<file path="config.mk">
export PLATFORM = sky130hd
export DESIGN_NAME = mc_ctrl
export DESIGN_NICKNAME = d
export VERILOG_FILES = /design/src/rtl/mc_pkg.sv /design/src/rtl/mc_decode.sv /design/src/rtl/mc_ctrl.sv
export SDC_FILE = /design/constraint.sdc
export NUM_CORES = 1
export LEC_CHECK = 0
export CORE_UTILIZATION = 50
export DETAILED_ROUTE_END_ITERATION = 10
export GPL_TIMING_DRIVEN = 0
export PLACE_DENSITY = 0.84
export SYNTH_ARGS = -nofsm -noshare
export SYNTH_HDL_FRONTEND = slang
export SYNTH_HIERARCHICAL = 1
export SYNTH_SLANG_ARGS = --single-unit
</file>
<file path="constraint.sdc">
create_clock -name clock -period 5.75 [get_ports clock]
set_input_delay 1.725 -clock clock [delete_from_list [all_inputs] [get_ports clock]]
set_output_delay 1.725 -clock clock [all_outputs]
set_load 0.05 [all_outputs]
</file>
<file path="src/rtl/mc_pkg.sv">
// Shared encodings for the multi-cycle MIPS-subset control path (states, ALU ops, mux selects, opcodes).
// Also used by the ALU and NPC, so codes here must stay stable.
package mc_pkg;

    typedef enum logic [3:0] {
        S_FETCH    = 4'd0,
        S_DECODE   = 4'd1,
        S_EXEC_R   = 4'd2,
        S_EXEC_I   = 4'd3,
        S_MEM_ADDR = 4'd4,
        S_MEM_RD   = 4'd5,
        S_MEM_WR   = 4'd6,
        S_WB_ALU   = 4'd7,
        S_WB_MEM   = 4'd8,
        S_BRANCH   = 4'd9,
        S_JUMP     = 4'd10,
        S_JREG     = 4'd11,
        S_ILLEGAL  = 4'd12
    } state_t;

    localparam logic [4:0] ALU_ADDU  = 5'b00000;
    localparam logic [4:0] ALU_SUBU  = 5'b00001;
    localparam logic [4:0] ALU_ADD   = 5'b00010;
    localparam logic [4:0] ALU_AND   = 5'b00011;
    localparam logic [4:0] ALU_OR    = 5'b00100;
    localparam logic [4:0] ALU_SLT   = 5'b00101;
    localparam logic [4:0] ALU_ADDI  = 5'b00110;
    localparam logic [4:0] ALU_ADDIU = 5'b00111;
    localparam logic [4:0] ALU_ANDI  = 5'b01000;
    localparam logic [4:0] ALU_ORI   = 5'b01001;
    localparam logic [4:0] ALU_LUI   = 5'b01010;

    localparam logic [1:0] SNPC_BRANCH = 2'b00;
    localparam logic [1:0] SNPC_JUMP   = 2'b01;
    localparam logic [1:0] SNPC_REG    = 2'b10;
    localparam logic [1:0] SNPC_SEQ    = 2'b11;

    localparam logic [1:0] REGDST_RT  = 2'b00;
    localparam logic [1:0] REGDST_RD  = 2'b01;
    localparam logic [1:0] REGDST_R31 = 2'b10;

    localparam logic [1:0] M2R_PC4 = 2'b00;
    localparam logic [1:0] M2R_ALU = 2'b01;
    localparam logic [1:0] M2R_MEM = 2'b10;

    localparam logic [5:0] OP_RTYPE = 6'b000000;
    localparam logic [5:0] OP_J     = 6'b000010;
    localparam logic [5:0] OP_JAL   = 6'b000011;
    localparam logic [5:0] OP_BEQ   = 6'b000100;
    localparam logic [5:0] OP_ADDI  = 6'b001000;
    localparam logic [5:0] OP_ADDIU = 6'b001001;
    localparam logic [5:0] OP_ANDI  = 6'b001100;
    localparam logic [5:0] OP_ORI   = 6'b001101;
    localparam logic [5:0] OP_LUI   = 6'b001111;
    localparam logic [5:0] OP_LW    = 6'b100011;
    localparam logic [5:0] OP_SW    = 6'b101011;

    localparam logic [5:0] FN_JR   = 6'b001000;
    localparam logic [5:0] FN_ADD  = 6'b100000;
    localparam logic [5:0] FN_ADDU = 6'b100001;
    localparam logic [5:0] FN_SUBU = 6'b100011;
    localparam logic [5:0] FN_AND  = 6'b100100;
    localparam logic [5:0] FN_OR   = 6'b100101;
    localparam logic [5:0] FN_SLT  = 6'b101010;

    function automatic logic [4:0] r_aluop(input logic [5:0] funct);
        case (funct)
            FN_ADDU: r_aluop = ALU_ADDU;
            FN_SUBU: r_aluop = ALU_SUBU;
            FN_ADD:  r_aluop = ALU_ADD;
            FN_AND:  r_aluop = ALU_AND;
            FN_OR:   r_aluop = ALU_OR;
            FN_SLT:  r_aluop = ALU_SLT;
            default: r_aluop = ALU_ADDU;
        endcase
    endfunction

    function automatic logic [4:0] i_aluop(input logic [5:0] op);
        case (op)
            OP_ADDI:  i_aluop = ALU_ADDI;
            OP_ADDIU: i_aluop = ALU_ADDIU;
            OP_ANDI:  i_aluop = ALU_ANDI;
            OP_ORI:   i_aluop = ALU_ORI;
            OP_LUI:   i_aluop = ALU_LUI;
            default:  i_aluop = ALU_ADDU;
        endcase
    endfunction

    // State entered from DECODE; anything unrecognised goes to ILLEGAL.
    function automatic state_t dispatch(input logic [5:0] op, input logic [5:0] funct);
        case (op)
            OP_RTYPE: begin
                case (funct)
                    FN_ADDU, FN_SUBU, FN_ADD, FN_AND, FN_OR, FN_SLT: dispatch = S_EXEC_R;
                    FN_JR:   dispatch = S_JREG;
                    default: dispatch = S_ILLEGAL;
                endcase
            end
            OP_ADDI, OP_ADDIU, OP_ANDI, OP_ORI, OP_LUI: dispatch = S_EXEC_I;
            OP_LW, OP_SW: dispatch = S_MEM_ADDR;
            OP_BEQ:       dispatch = S_BRANCH;
            OP_J, OP_JAL: dispatch = S_JUMP;
            default:      dispatch = S_ILLEGAL;
        endcase
    endfunction

endpackage

</file>
<file path="src/rtl/mc_decode.sv">
// Combinational datapath-control decode from the current state plus the latched op/funct.
// Zero latency; mem_ready only matters in MEM_WR, where it gates the PC update.
module mc_decode
    import mc_pkg::*;
(
    input  logic [3:0] state_i,
    input  logic [5:0] op_i,
    input  logic [5:0] funct_i,
    input  logic       mem_ready_i,
    output logic       ir_write_o,
    output logic       pc_write_o,
    output logic       reg_write_o,
    output logic       mem_req_o,
    output logic       mem_write_o,
    output logic [1:0] regdst_o,
    output logic       aluscr_o,
    output logic       extiop_o,
    output logic [1:0] mem2reg_o,
    output logic [1:0] snpc_o,
    output logic [4:0] aluop_o,
    output logic       illegal_o
);

    logic is_rtype;
    assign is_rtype = (op_i == OP_RTYPE);

    always_comb begin
        ir_write_o  = 1'b0;
        pc_write_o  = 1'b0;
        reg_write_o = 1'b0;
        mem_req_o   = 1'b0;
        mem_write_o = 1'b0;
        regdst_o    = REGDST_RD;
        aluscr_o    = 1'b0;
        extiop_o    = 1'b0;
        mem2reg_o   = M2R_ALU;
        snpc_o      = SNPC_SEQ;
        aluop_o     = ALU_ADDU;
        illegal_o   = 1'b0;
        case (state_t'(state_i))
            S_FETCH:  ir_write_o = 1'b1;
            S_EXEC_R: aluop_o = r_aluop(funct_i);
            S_EXEC_I: begin
                aluscr_o = 1'b1;
                aluop_o  = i_aluop(op_i);
                extiop_o = (op_i == OP_ADDI) || (op_i == OP_ADDIU);
            end
            // ALU inputs re-derived from op/funct so the result is still valid at writeback
            S_WB_ALU: begin
                aluop_o     = is_rtype ? r_aluop(funct_i) : i_aluop(op_i);
                aluscr_o    = !is_rtype;
                regdst_o    = is_rtype ? REGDST_RD : REGDST_RT;
                reg_write_o = 1'b1;
                pc_write_o  = 1'b1;
            end
            S_MEM_ADDR, S_MEM_RD, S_MEM_WR: begin
                aluop_o  = ALU_ADDI;
                aluscr_o = 1'b1;
                extiop_o = 1'b1;
                if (state_t'(state_i) == S_MEM_RD) begin
                    mem_req_o = 1'b1;
                end else if (state_t'(state_i) == S_MEM_WR) begin
                    mem_req_o   = 1'b1;
                    mem_write_o = 1'b1;
                    pc_write_o  = mem_ready_i;
                end
            end
            S_WB_MEM: begin
                regdst_o    = REGDST_RT;
                mem2reg_o   = M2R_MEM;
                reg_write_o = 1'b1;
                pc_write_o  = 1'b1;
            end
            S_BRANCH: begin
                aluop_o    = ALU_SUBU;
                extiop_o   = 1'b1;
                snpc_o     = SNPC_BRANCH;
                pc_write_o = 1'b1;
            end
            S_JUMP: begin
                snpc_o     = SNPC_JUMP;
                pc_write_o = 1'b1;
                if (op_i == OP_JAL) begin
                    reg_write_o = 1'b1;
                    regdst_o    = REGDST_R31;
                    mem2reg_o   = M2R_PC4;
                end
            end
            S_JREG: begin
                snpc_o     = SNPC_REG;
                pc_write_o = 1'b1;
            end
            S_ILLEGAL: begin
                illegal_o  = 1'b1;
                pc_write_o = 1'b1;
            end
            default: ;
        endcase
    end

endmodule

</file>
<file path="src/rtl/mc_ctrl.sv">
// Multi-cycle control sequencer: fetch/decode/execute/memory/writeback FSM plus retired-instruction counter.
// 3..5 cycles per instruction; MEM_RD/MEM_WR stall until mem_ready, reset abandons any pending access.
module mc_ctrl
    import mc_pkg::*;
#(
    parameter int RETIRE_W = 32
) (
    input  logic                clock,
    input  logic                reset,
    input  logic [5:0]          op,
    input  logic [5:0]          funct,
    input  logic                mem_ready,
    output logic                ir_write,
    output logic                pc_write,
    output logic                reg_write,
    output logic                mem_req,
    output logic                mem_write,
    output logic [1:0]          regdst,
    output logic                aluscr,
    output logic                extiop,
    output logic [1:0]          mem2reg,
    output logic [1:0]          snpc,
    output logic [4:0]          aluop,
    output logic                illegal,
    output logic [3:0]          state,
    output logic [RETIRE_W-1:0] retired
);

    state_t              state_q, state_d;
    logic [RETIRE_W-1:0] retired_q, retired_d;

    mc_decode u_decode (
        .state_i     (state_q),
        .op_i        (op),
        .funct_i     (funct),
        .mem_ready_i (mem_ready),
        .ir_write_o  (ir_write),
        .pc_write_o  (pc_write),
        .reg_write_o (reg_write),
        .mem_req_o   (mem_req),
        .mem_write_o (mem_write),
        .regdst_o    (regdst),
        .aluscr_o    (aluscr),
        .extiop_o    (extiop),
        .mem2reg_o   (mem2reg),
        .snpc_o      (snpc),
        .aluop_o     (aluop),
        .illegal_o   (illegal)
    );

    always_comb begin
        state_d = S_FETCH;
        case (state_q)
            S_FETCH:    state_d = S_DECODE;
            S_DECODE:   state_d = dispatch(op, funct);
            S_EXEC_R:   state_d = S_WB_ALU;
            S_EXEC_I:   state_d = S_WB_ALU;
            S_MEM_ADDR: state_d = (op == OP_LW) ? S_MEM_RD : S_MEM_WR;
            S_MEM_RD:   state_d = mem_ready ? S_WB_MEM : S_MEM_RD;
            S_MEM_WR:   state_d = mem_ready ? S_FETCH : S_MEM_WR;
            default:    state_d = S_FETCH;
        endcase
    end

    // Skipped illegal instructions also update PC but are not retirements.
    always_comb begin
        retired_d = retired_q;
        if (pc_write && (state_q != S_ILLEGAL)) begin
            retired_d = retired_q + RETIRE_W'(1);
        end
    end

    always_ff @(posedge clock or negedge reset) begin
        if (!reset) begin
            state_q   <= S_FETCH;
            retired_q <= '0;
        end else begin
            state_q   <= state_d;
            retired_q <= retired_d;
        end
    end

    assign state   = state_q;
    assign retired = retired_q;

endmodule

</file>
# After elaboration in Yosys (flattened, before gate mapping)
# Cells that the tools add are included.
dict set report op_classes {
  addsub 1
  eq_ne 30
  mux 30
  n_reduce_logical 15
}
# op n
set op_table {}
lappend op_table {{$eq A6 B6 Y1 const B} 8}
lappend op_table {{$pmux W4 S5} 2}
lappend op_table {{$eq A6 B4 Y1 const B} 6}
lappend op_table {{$add A32 B1 Y32 const B} 1}
lappend op_table {{$pmux W5 S5} 1}
lappend op_table {{$pmux W4 S6} 1}
lappend op_table {{$eq A4 B4 Y1 const B} 5}
lappend op_table {{$eq A4 B3 Y1 const B} 4}
lappend op_table {{$pmux W3 S5} 1}
lappend op_table {{$eq A6 B2 Y1 const B} 2}
lappend op_table {{$mux W1} 12}
lappend op_table {{$pmux W2 S3} 2}
lappend op_table {{$reduce_or A6 Y1} 2}
lappend op_table {{$eq A4 B2 Y1 const B} 2}
lappend op_table {{$mux W4} 2}
lappend op_table {{$pmux W1 S2} 4}
lappend op_table {{$pmux W4 S2} 1}
lappend op_table {{$reduce_or A2 Y1} 4}
lappend op_table {{$reduce_or A4 Y1} 2}
lappend op_table {{$eq A6 B3 Y1 const B} 1}
lappend op_table {{$logic_not A6 Y1} 1}
lappend op_table {{$reduce_or A5 Y1} 1}
lappend op_table {{$eq A4 B1 Y1 const B} 1}
lappend op_table {{$logic_not A4 Y1} 1}
lappend op_table {{8 further kinds} 9}
dict set report totals {
  reg_bits 36
  out_inout_bits 55
  elab_cells 78
}

# Depth between registers and ports, before layout
dict set report logic_depth {
  depth_word 5
  depth_mapped 9
  ltp_nobuf 7
}

# Modules after synthesis
# The synthesis kept the hierarchy.
# mod instances cells_per_inst area_each_um2 seq_area_each_um2
set modules_own_cells {}
lappend modules_own_cells {mc_ctrl 1 182 1873.0 900.9}
lappend modules_own_cells {mc_decode 1 72 436.7 0.0}

# Least setup slack after synthesis
# Ideal clock, no wire load.
dict set report synth_path {
  kind {input -> output}
  start {input op[2]}
  end {output aluop[1]}
  arrival_time_ns 3.335
  t_required_ns 4.025
  slack_ns 0.690
  path_stages 4
  path_buffers 0
  cell_sequence {nor4_4 -> and4_1 -> o2111ai_2 -> o41ai_2}
}
dict set report synth_via {
  elab_chain_len 4
  elab_cells_between_ends 9
}
# item line
set synth_lines {}
lappend synth_lines {{start, declared} mc_ctrl.sv:10} ;# input logic [5:0] op,
lappend synth_lines {{$eq A6 B4 Y1} mc_pkg.sv:79} ;# case (op)
lappend synth_lines {{$pmux W4 S5} mc_pkg.sv:79}
lappend synth_lines {{$mux W4} mc_decode.sv:50} ;# aluop_o = is_rtype ? r_aluop(funct_i) : i_aluop(op_i);
lappend synth_lines {{$pmux W5 S5 (*)} mc_decode.sv:40} ;# case (state_t'(state_i))
lappend synth_lines {{end, declared} mc_ctrl.sv:23} ;# output logic [4:0] aluop,
# Every way passes the cells marked *; elsewhere a longest branch is shown, timed or not.

# Worst setup path after layout
dict set report layout_path {
  start {input op[3]}
  end {output aluop[1]}
}
# The elaborated chain is that of the path after synthesis.

==> results list <==
- Number of enable flip-flop cells after synthesis: 0
* Critical Path Slowest Stage Cell: clkdlybuf4s50_1
- Core Region: 0.00438 sq mm
- Including well taps, the total number of placed cells is between 300 and 400.
- The Yosys step of the flow raised 6 warnings.
- Area post-placement: around 0.0031 sq mm
* Leakage power total: about 1.3 nW
* Count of pins on the block boundary: 70
- Routability-driven placement finished with a final weighted congestion of roughly 0.93.
- Post-synth top area cell: dfrtp_1
- Synthesized flop and latch total: 36
- For met2 alone, demand over resource in global routing was 38.9%.
* Routed Wire Length: between 5 and 6 mm
* Sequence of cells on the critical path: clkdlybuf4s50_1, nor4_4, and4_1, o2111ai_2, o41ai_2, clkdlybuf4s15_1
- Layout area overhead: 36.1%
- The later pin in the worst-skew pair is clocked with a latency of 0.30 ns.
* Synth Net Count: 270
* Status: finished clean
- Across the run, the number of max-cap violations was 0.
* Proportion of register bits with asynchronous set or reset after synthesis: 100%
- Largest net degree at the start of global routing: 37
- For this run, global-route usage on met3 was measured as 5.05%.
- In the final layout, the share of cells above drive strength 1 is between 9 and 10%.
* Sequential-to-total area share from yosys stat: 39.0%
- Total power per unit cell area: 415 mW/mm^2
- Buffers & Inverters on Critical Path: 2
- Gr ovfl total: 0
- Count of nets left with antenna violations after detail routing: 0
- Final design instance area without fill: 0.00314 sq mm
- Critical Path Start Type: primary input
* First-iteration detailed-routing DRC count: 119
- The layer flagged by global routing as most heavily used is met2.
* Die extent in y: 70.0 um
- Dividing the detail-routed via count by the number of cells gives approximately 5.7.
* Maximum operating frequency: 178 MHz
* Required @ worst endpoint: just over 4 ns
* Time the worst path needs with I/O delays and setup: between 5 and 6 ns
- RSZ-0062 raised after global routing: false
* Initial cell density of the core: between 50% and 60%
- Gate family responsible for the most delay along the worst path: buffers and inverters
- Number of pins with negative max-slew slack in the final report: 0
* Post-route fraction of the period consumed by the critical path: 97.9%
- The count of cells in the finished layout, fillers not included, comes to 382.
- Post-Place Worst Slack: -0.177 ns
- Number of buffers on the longest clock path: 2
- On the worst path, the slowest cell contributes a delay of 0.61 ns.
* Number of placement rows: 24
* Total iterations of the first detailed-routing run: 4
* R2R setup slack: about 2.8 ns
* Syn avg cell area: 9.09 sq um
- Setup total negative slack on the finished layout was measured at 0 ns.
- Final setup viols: 0
- TritonCTS clock tree: done
- Detail Placement HPWL: 4.10 mm
- Measured slew at the worst slew-check pin: 0.794 ns
* Post-route worst hold slack: 0.476 ns
* Mapped Cells: 254
- Summing over every cut layer, the via total after detailed routing is ~2,200.
- Buffers on Ports: 68
- Hold-fix buffers, CTS: 0
- The critical path is of the primary input to output pin type.
- The share of synthesized area in the top cell type comes to 39.0%.
- Area enclosed by the die boundary: 0.00490 sq mm
- Chip width: 70.0 um
* Synth cell count leaders: 36 x dfrtp_1, 27 x nor2_1, 24 x nand2_1
- Number of clock sinks seen by CTS: 36
- Global routing consumed, on the met1 layer, approximately 29% of the routing resources.
- Along the worst path, the maximum fanout reaches 11.
- Final Hold Violating Endpoints: 0
- Across the VDD grid, the largest voltage drop is 398 uV.
- The first global-routing pass estimated 9.03 mm of wire.
- The initial antenna violation count came to 0.
- Data arrives at the worst endpoint at just under 4 ns.
* Number of global-route vias before repair: 1,991
- The net count of the finished layout is ~350.
- DRC: 0
- The number of antenna diodes in the final layout is 0.
- The H-tree was split into 2 levels.
- Worst slew margin: 47.1%
* Cell Area, Synth: 0.00231 sq mm
- After clock tree synthesis, the clock-pin slew on the worst setup and hold paths is 0.07 ns.
* Most frequently used cell type in the post-synthesis netlist: dfrtp_1
* Worst Hold Class: flop to flop
- TritonCTS buffer count: 5
- Worst clock skew: 0.00942 ns
* Leading register cell type out of synthesis: dfrtp_1
* Final critical-path setup slack: about 0.12 ns
- Count of distinct cell types in the synthesized netlist: 57
- Global-route total usage across every layer: 22.8%
- Endpoint type of the worst setup path: output pin
* Average routed wire per standard cell: 14.1 um
* Ranking of synthesized cells by area: dfrtp_1 39%, xnor2_1 8.0%, nor2_1 4.4%
- In this run the clock root is driven by a clkbuf_8.
==> where the power goes <==
part / internal (W) / leakage [nW] / switching, W
combinational: 0.000256 / 0.825 / 0.000499
sequential: 0.000286 / 0.468 / 0.0000748
clock: 0.0000973 / 0.0445 / 0.0000905
total: 0.000640 / 1.34 / 0.000664
==> metal layers <==
layer	up-vias	routed length (um)
met5	-	0
met4	0	57
met3	6	256
met2	67	2710
met1	1026	2360
li1	1063	-
==> timing repair <==
item                       4_1_cts  5_1_grt
setup endpoints to repair        5        3
gates resized for setup          5        3
buffers inserted                 0        0
==> per-stage QoR <==
step | util (%) | total power (W)
after global routing | 71.7 | 0.00138
after global placement | 69.7 | 0.00113
final | 71.7 | 0.00130
after CTS | 71.6 | 0.00131
after floorplan | - | 0.000886
after detailed placement | 69.6 | 0.00113
==> sequential cells by signal, summed over array words and instances (netlist names) <==
signal and count:
retired 32, state 4
==> cell families after synthesis <==
| family | Yosys count | share of synthesized area (%) |
|---|---|---|
| buf+inv | 17 | 3.14 |
| mux | 2 | 0.921 |
| compound gates | 37 | 11.6 |
| fa+ha+maj | 1 | 0.542 |
| other cells | 1 | 0.162 |
| flops | 36 | 39.0 |
| xor+xnor | 32 | 12.1 |
| simple gates | 128 | 32.4 |
==> final timing paths <==
kind / from / to / depth (start not counted)
hold reg to reg: retired[31]$_DFFE_PN0P_ / retired[31]$_DFFE_PN0P_ / 1
max in group asynchronous: reset / retired[5]$_DFFE_PN0P_ / 1
setup / recovery: op[3] / aluop[1] / 6
min in group asynchronous: reset / retired[11]$_DFFE_PN0P_ / 1
setup reg to reg: state[2]$_DFF_PN0_ / retired[16]$_DFFE_PN0P_ / 8
hold / removal: retired[31]$_DFFE_PN0P_ / retired[31]$_DFFE_PN0P_ / 1
==> worst reg2reg max path, delay by kind of cell (launching register included) <==
kind / cells / cell delay (ns)
AO/OA/AOI/OAI: 1 / 0.13
AND/OR/NAND/NOR: 5 / 1.50
buffers and inverters: 1 / 0.35
XOR/XNOR: 1 / 0.16
flip-flops: 1 / 0.65
==> placed cells by master, fill, tap and decap left out, drive strengths merged, types with 2 or more instances in the layout <==
master         Yosys  final
dfrtp             36     36
xnor2             21     21
o21ai              4      4
xor2              11     11
and3b              2      2
nand3b             2      2
clkdlybuf4s50      0     60
and4               4      4
o22ai              4      4
buf                4      5
nand2b             5      5
nand3             14     14
o211ai             2      2
dlymetal6s2s       0      2
a31oi              2      2
nor4              10     10
a21oi              9      9
and2               3      3
clkbuf             2      9
inv               11     11
nor3              13     13
nand4              8      8
dlygate4sd2        0      4
nor2b              8      8
nand2             24     24
nor2              27     27
and3               4      4
==> area by class of cell <==
type                       instances  area [sq um]
multi-input combinational        201          1340
fill                             331          1240
sequential                        36           901
timing repair buffer              68           676
clock buffer                       7          86.3
tap                               52          65.1
inverter                          11          41.3
buffer                             6          31.3
clock inverter                     1          7.51
Power figures use the tool's default switching activity.
